<file path="config.mk">
export PLATFORM = sky130hd
export DESIGN_NAME = xnor_match_unit
export DESIGN_NICKNAME = d
export VERILOG_FILES = /design/src/rtl/xnor_match_pkg.sv /design/src/rtl/xnor_match_unit_popcount.sv /design/src/rtl/xnor_match_unit.sv
export SDC_FILE = /design/constraint.sdc
export NUM_CORES = 1
export LEC_CHECK = 0
export CORE_MARGIN = 2
export CORE_UTILIZATION = 54
export CTS_BUF_LIST = sky130_fd_sc_hd__clkbuf_8
export CTS_CLUSTER_DIAMETER = 200
export DETAILED_ROUTE_END_ITERATION = 8
export HOLD_SLACK_MARGIN = 0.12
export MAX_ROUTING_LAYER = met4
export PLACE_DENSITY = 0.87
export SYNTH_ARGS = -nofsm -noshare
export SYNTH_HDL_FRONTEND = slang
export SYNTH_SLANG_ARGS = --single-unit
</file>
<file path="constraint.sdc">
create_clock -name clk -period 7.6 [get_ports clk]
set_input_delay 1.52 -clock clk [delete_from_list [all_inputs] [get_ports clk]]
set_output_delay 1.52 -clock clk [all_outputs]
set_load 0.005 [all_outputs]
</file>
<file path="src/rtl/xnor_match_pkg.sv">
// Shared constants and helpers for the xnor_match_unit slice.
// Used by the RTL and by the testbench.
package xnor_match_pkg;

  localparam int DEFAULT_CNT_W = 16;

  // Bits needed to hold a population count of 0..width.
  function automatic int ones_width(input int width);
    return $clog2(width + 1);
  endfunction

endpackage

</file>
<file path="src/rtl/xnor_match_unit_popcount.sv">
// Combinational population count. The sum is built as a ripple chain of
// partial sums, which keeps the result exact for any WIDTH >= 1.
module xnor_popcount
  import xnor_match_pkg::*;
#(
  parameter int WIDTH = 8,
  localparam int ONES_W = ones_width(WIDTH)
) (
  input  logic [WIDTH-1:0]  x,
  output logic [ONES_W-1:0] cnt
);

  logic [ONES_W-1:0] partial [WIDTH+1];

  assign partial[0] = '0;

  for (genvar gi = 0; gi < WIDTH; gi++) begin : g_sum
    assign partial[gi+1] = partial[gi] + ONES_W'(x[gi]);
  end

  assign cnt = partial[WIDTH];

endmodule

</file>
<file path="src/rtl/xnor_match_unit.sv">
// Two-stage valid/ready pipeline: per-bit XNOR, match count, equality flag,
// plus a saturating count of equal transfers. Optional mask: XNOR_MATCH_MASK_EN.
module xnor_match_unit
  import xnor_match_pkg::*;
#(
  parameter int WIDTH = 8,
  parameter int CNT_W = DEFAULT_CNT_W,
  localparam int ONES_W = ones_width(WIDTH)
) (
  input  logic              clk,
  input  logic              rst,
  input  logic              in_valid,
  output logic              in_ready,
  input  logic [WIDTH-1:0]  a,
  input  logic [WIDTH-1:0]  b,
`ifdef XNOR_MATCH_MASK_EN
  input  logic [WIDTH-1:0]  mask,
`endif
  input  logic              clr,
  output logic              out_valid,
  input  logic              out_ready,
  output logic [WIDTH-1:0]  f,
  output logic [ONES_W-1:0] ones,
  output logic              eq,
  output logic [CNT_W-1:0]  match_cnt
);

  logic              s1_valid_reg;
  logic [WIDTH-1:0]  s1_x_reg;
  logic              s2_valid_reg;
  logic [WIDTH-1:0]  f_reg;
  logic [ONES_W-1:0] ones_reg;
  logic              eq_reg;
  logic [CNT_W-1:0]  match_cnt_reg;

  logic              s1_adv;
  logic              s2_adv;
  logic [WIDTH-1:0]  x_next;
  logic [ONES_W-1:0] s1_ones;
  logic              out_fire;

  // A stage may load when it is empty or its contents move on this edge.
  assign s2_adv   = ~s2_valid_reg | out_ready;
  assign s1_adv   = ~s1_valid_reg | s2_adv;
  assign in_ready = s1_adv;
  assign out_fire = s2_valid_reg & out_ready;

`ifdef XNOR_MATCH_MASK_EN
  assign x_next = ~(a ^ b) | mask;
`else
  assign x_next = ~(a ^ b);
`endif

  xnor_popcount #(.WIDTH(WIDTH)) u_popcount (
    .x   (s1_x_reg),
    .cnt (s1_ones)
  );

  always_ff @(posedge clk or posedge rst) begin
    if (rst) begin
      s1_valid_reg <= 1'b0;
      s1_x_reg     <= '0;
    end else if (s1_adv) begin
      s1_valid_reg <= in_valid;
      if (in_valid) s1_x_reg <= x_next;
    end
  end

  always_ff @(posedge clk or posedge rst) begin
    if (rst) begin
      s2_valid_reg <= 1'b0;
      f_reg        <= '0;
      ones_reg     <= '0;
      eq_reg       <= 1'b0;
    end else if (s2_adv) begin
      s2_valid_reg <= s1_valid_reg;
      if (s1_valid_reg) begin
        f_reg    <= s1_x_reg;
        ones_reg <= s1_ones;
        eq_reg   <= &s1_x_reg;
      end
    end
  end

  // Clear wins over a same-cycle increment; the count sticks at all-ones.
  always_ff @(posedge clk or posedge rst) begin
    if (rst) begin
      match_cnt_reg <= '0;
    end else if (clr) begin
      match_cnt_reg <= '0;
    end else if (out_fire && eq_reg && (match_cnt_reg != '1)) begin
      match_cnt_reg <= match_cnt_reg + CNT_W'(1);
    end
  end

  assign out_valid = s2_valid_reg;
  assign f         = f_reg;
  assign ones      = ones_reg;
  assign eq        = eq_reg;
  assign match_cnt = match_cnt_reg;

endmodule
</file>
==> run_results.csv <==
group,metric,value,unit
status,status,"finished, final reports clean",
die,dieArea,0.00426,mm2
worst_setup_path,startpoint,"out_ready",
worst_setup_path,cp.required,6080,ps
die,die_width,65.3,um
die,placementRows,22,
sta,relSlewSlack,54.3,%
placement,dp.cells,295,
die,start_util,55.8,%
finish,fillers,282,
sta,finalHoldViolations,0,
worst_setup_path,critical_path_class,"input port to primary output",
synth,synth_top_area_share,48.1,%
synth,yosys.area.top_type,"dfrtp_1",
finish,largest_reg_flops,16,
global_route,grt_first_pass_wirelength,7330,um
placement,post-dp-hpwl,3100,um
clock_tree,htree_levels,2,
finish,final_cells,303,
synth,synth_simple_gate_area_share,21.1,%
synth,yosysMostFrequentCell,"dfrtp_1",
global_route,grt_use_total,22.5,%
hold_path,hp-class,"flip-flop to flip-flop",
power,power_density,200,mW/mm2
run,cap_violations,0,
die,ios,52,
synth,synth_cell_types,32,
synth,synth-compound-area-share,11.6,%
synth,synthTopCellsByArea,"dfrtp_1 (48%), o21ai_0 (4.7%), mux2_2 (4.4%)",
clock_tree,cts.sinks,39,
synth,synthArstFlopShare,100,%
route,antenna_left,0,
synth,yosysWarnings,0,
global_route,grt.overflow.total,0,
clock_tree,cts_tree,"done",
synth,syn-num-nets,233,
clock_tree,cts_buffer_depth,2,
sta,min_period,4200,ps
finish,nNetsFinal,284,
clock_tree,clk_transition_reported_paths,70,ps
clock_tree,cts_root_buffer,"clkbuf_8",
clock_tree,cts-hold-fix-buffers,0,
placement,portBuffers,51,
finish,utilization,73.1,%
synth,synth_fa_ha_area_share,7.04,%
sta,worst_pin_slew,683,ps
synth,synth_xor_area_share,3.89,%
sta,slew_violations,0,
synth,ys_seq_area_share,48.1,%
synth,synth_edf_count,0,
finish,diodes,0,
global_route,grt_max_degree,40,
placement,place_area,0.00257,mm2
route,drc,0,
finish,final_area,0.00266,mm2
synth,synthTopCellsByCount,"dfrtp_1 (39), nand2_1 (22), o21ai_0 (19)",
route,drt_iter0_markers,121,
synth,avgSynthCellArea,9.98,um2
sta,fin_setup_tns,0,ps
route,totalWireLength,4140,um
synth,muxShareOfSynthArea,4.44,%
sta,setup_viol_count_final,0,
finish,multi_input_area,975,um2
placement,gp_congestion,0.814,
finish,layout-drive-gt1-share,8.24,%
clock_tree,post_cts_resized,0,
synth,synthCells,203,
power,ir_worst_vdd,0.136,mV
sta,finalClockSkew,2.13,ps
route,num_vias,1706,
route,routedWlPerCell,13.7,um
clock_tree,cts_buffers,5,
global_route,antenna_found_initial,0,
finish,synthToLayoutAreaGrowth,31.1,%
worst_setup_path,start_kind,"input port",
global_route,grt_pass1_vias,1706,
hold_path,min_from,"ones[2]",
die,core_area,0.00363,mm2
route,firstDrtPassIters,4,
route,viasPerCell,5.63,
clock_tree,cts_setup_buffers,0,
sta,fmax,0.238,GHz
finish,seqCellArea,976,um2
worst_setup_path,worstPathArrival,2680,ps
clock_tree,insertion_delay,280,ps
synth,synth_flop_cell,"dfrtp_1",
synth,synth_top_family_by_area,"simple AND/OR/NAND/NOR gates",
worst_setup_path,endpoint_kind,"primary output",
power,leakage,1.13,nW
synth,synth_area,0.00203,mm2
sta,finalCritPeriodShare,55.2,%
synth,synth_seq_cells,39,
worst_setup_path,reg2reg_from,"s1_x_reg[2]",
worst_setup_path,cp_max_fo,4,
die,die_h,65.3,um
sta,rsz0062_at_grt,"no",
[worst max-delay path: stages]
cell and delay, ps:
clkdlybuf4s50_1 500, nand3b_1 150, clkdlybuf4s50_1 510
[cell families after synthesis]
group / after synthesis
multiplexers: 8
XOR/XNOR: 9
adder cells (fa/ha/maj): 9
buffers and inverters: 20
flip-flops: 39
AO/OA/AOI/OAI: 42
AND/OR/NAND/NOR: 76
[cell type report]
class / count / area share (%)
clock buffers: 5 / 2.59
clock inverters: 3 / 0.565
inverters: 12 / 1.69
multi-input cells: 144 / 36.7
flip-flops and latches: 39 / 36.7
well taps: 48 / 2.26
repair buffers: 52 / 19.5
[metrics by stage]
step / power, mW / hold WS, ps / setup WS (ps)
after CTS: 0.538 / 496 / 3400
final: 0.533 / 488 / 3400
after floorplan: 0.328 / 457 / 4380
after global routing: 0.566 / 536 / 3320
after detailed placement: 0.405 / 484 / 3400
after global placement: 0.392 / 463 / 3400
[report_power, final]
part / total (mW) / internal (mW) / switching (mW)
Clock: 0.132 / 0.0628 / 0.0693
Combinational: 0.147 / 0.0820 / 0.0650
Sequential: 0.254 / 0.234 / 0.0195
[placed cells by master, fill, tap and decap left out]
cell             instances
clkdlybuf4s50_1         51
dfrtp_1                 39
nand2_1                 22
o21ai_0                 19
a21oi_1                 14
inv_1                   12
nand3_1                  9
xor2_1                   9
mux2_2                   8
o31ai_1                  7
or4_1                    5
nor2_1                   5
nor3_1                   5
ha_1                     5
clkbuf_8                 5
and4_1                   4
and3_1                   4
nand4_1                  4
nand2b_1                 4
or3_1                    4
fa_1                     4
clkinv_2                 3
nand3b_1                 2
nor2b_1                  2
and2_1                   1
and4_2                   1
nand4_2                  1
or4_4                    1
or4_2                    1
a22o_1                   1
o41ai_1                  1
nor3b_1                  1
buf_4                    1
[final timing paths]
check | endpoint | slack, ps | cells after the start
min | ones[2] | 490 | 2
min in group asynchronous | match_cnt[3] | 1650 | 3
max in group asynchronous | ones[3] | 5610 | 3
max reg2reg | ones[1] | 4910 | 8
max | in_ready | 3400 | 3
min reg2reg | ones[2] | 490 | 2
[metal layers]
metal	global-route usage, %	part of all wire (%)	wire, um	vias up
met5	-	0	0	-
met2	40.4	53	2210	65
li1	-	-	-	823
met1	26.3	41	1710	816
met3	4.28	5.0	207	2
met4	4.69	0.27	11	0
No activity file was read; power rests on OpenSTA's default activity.
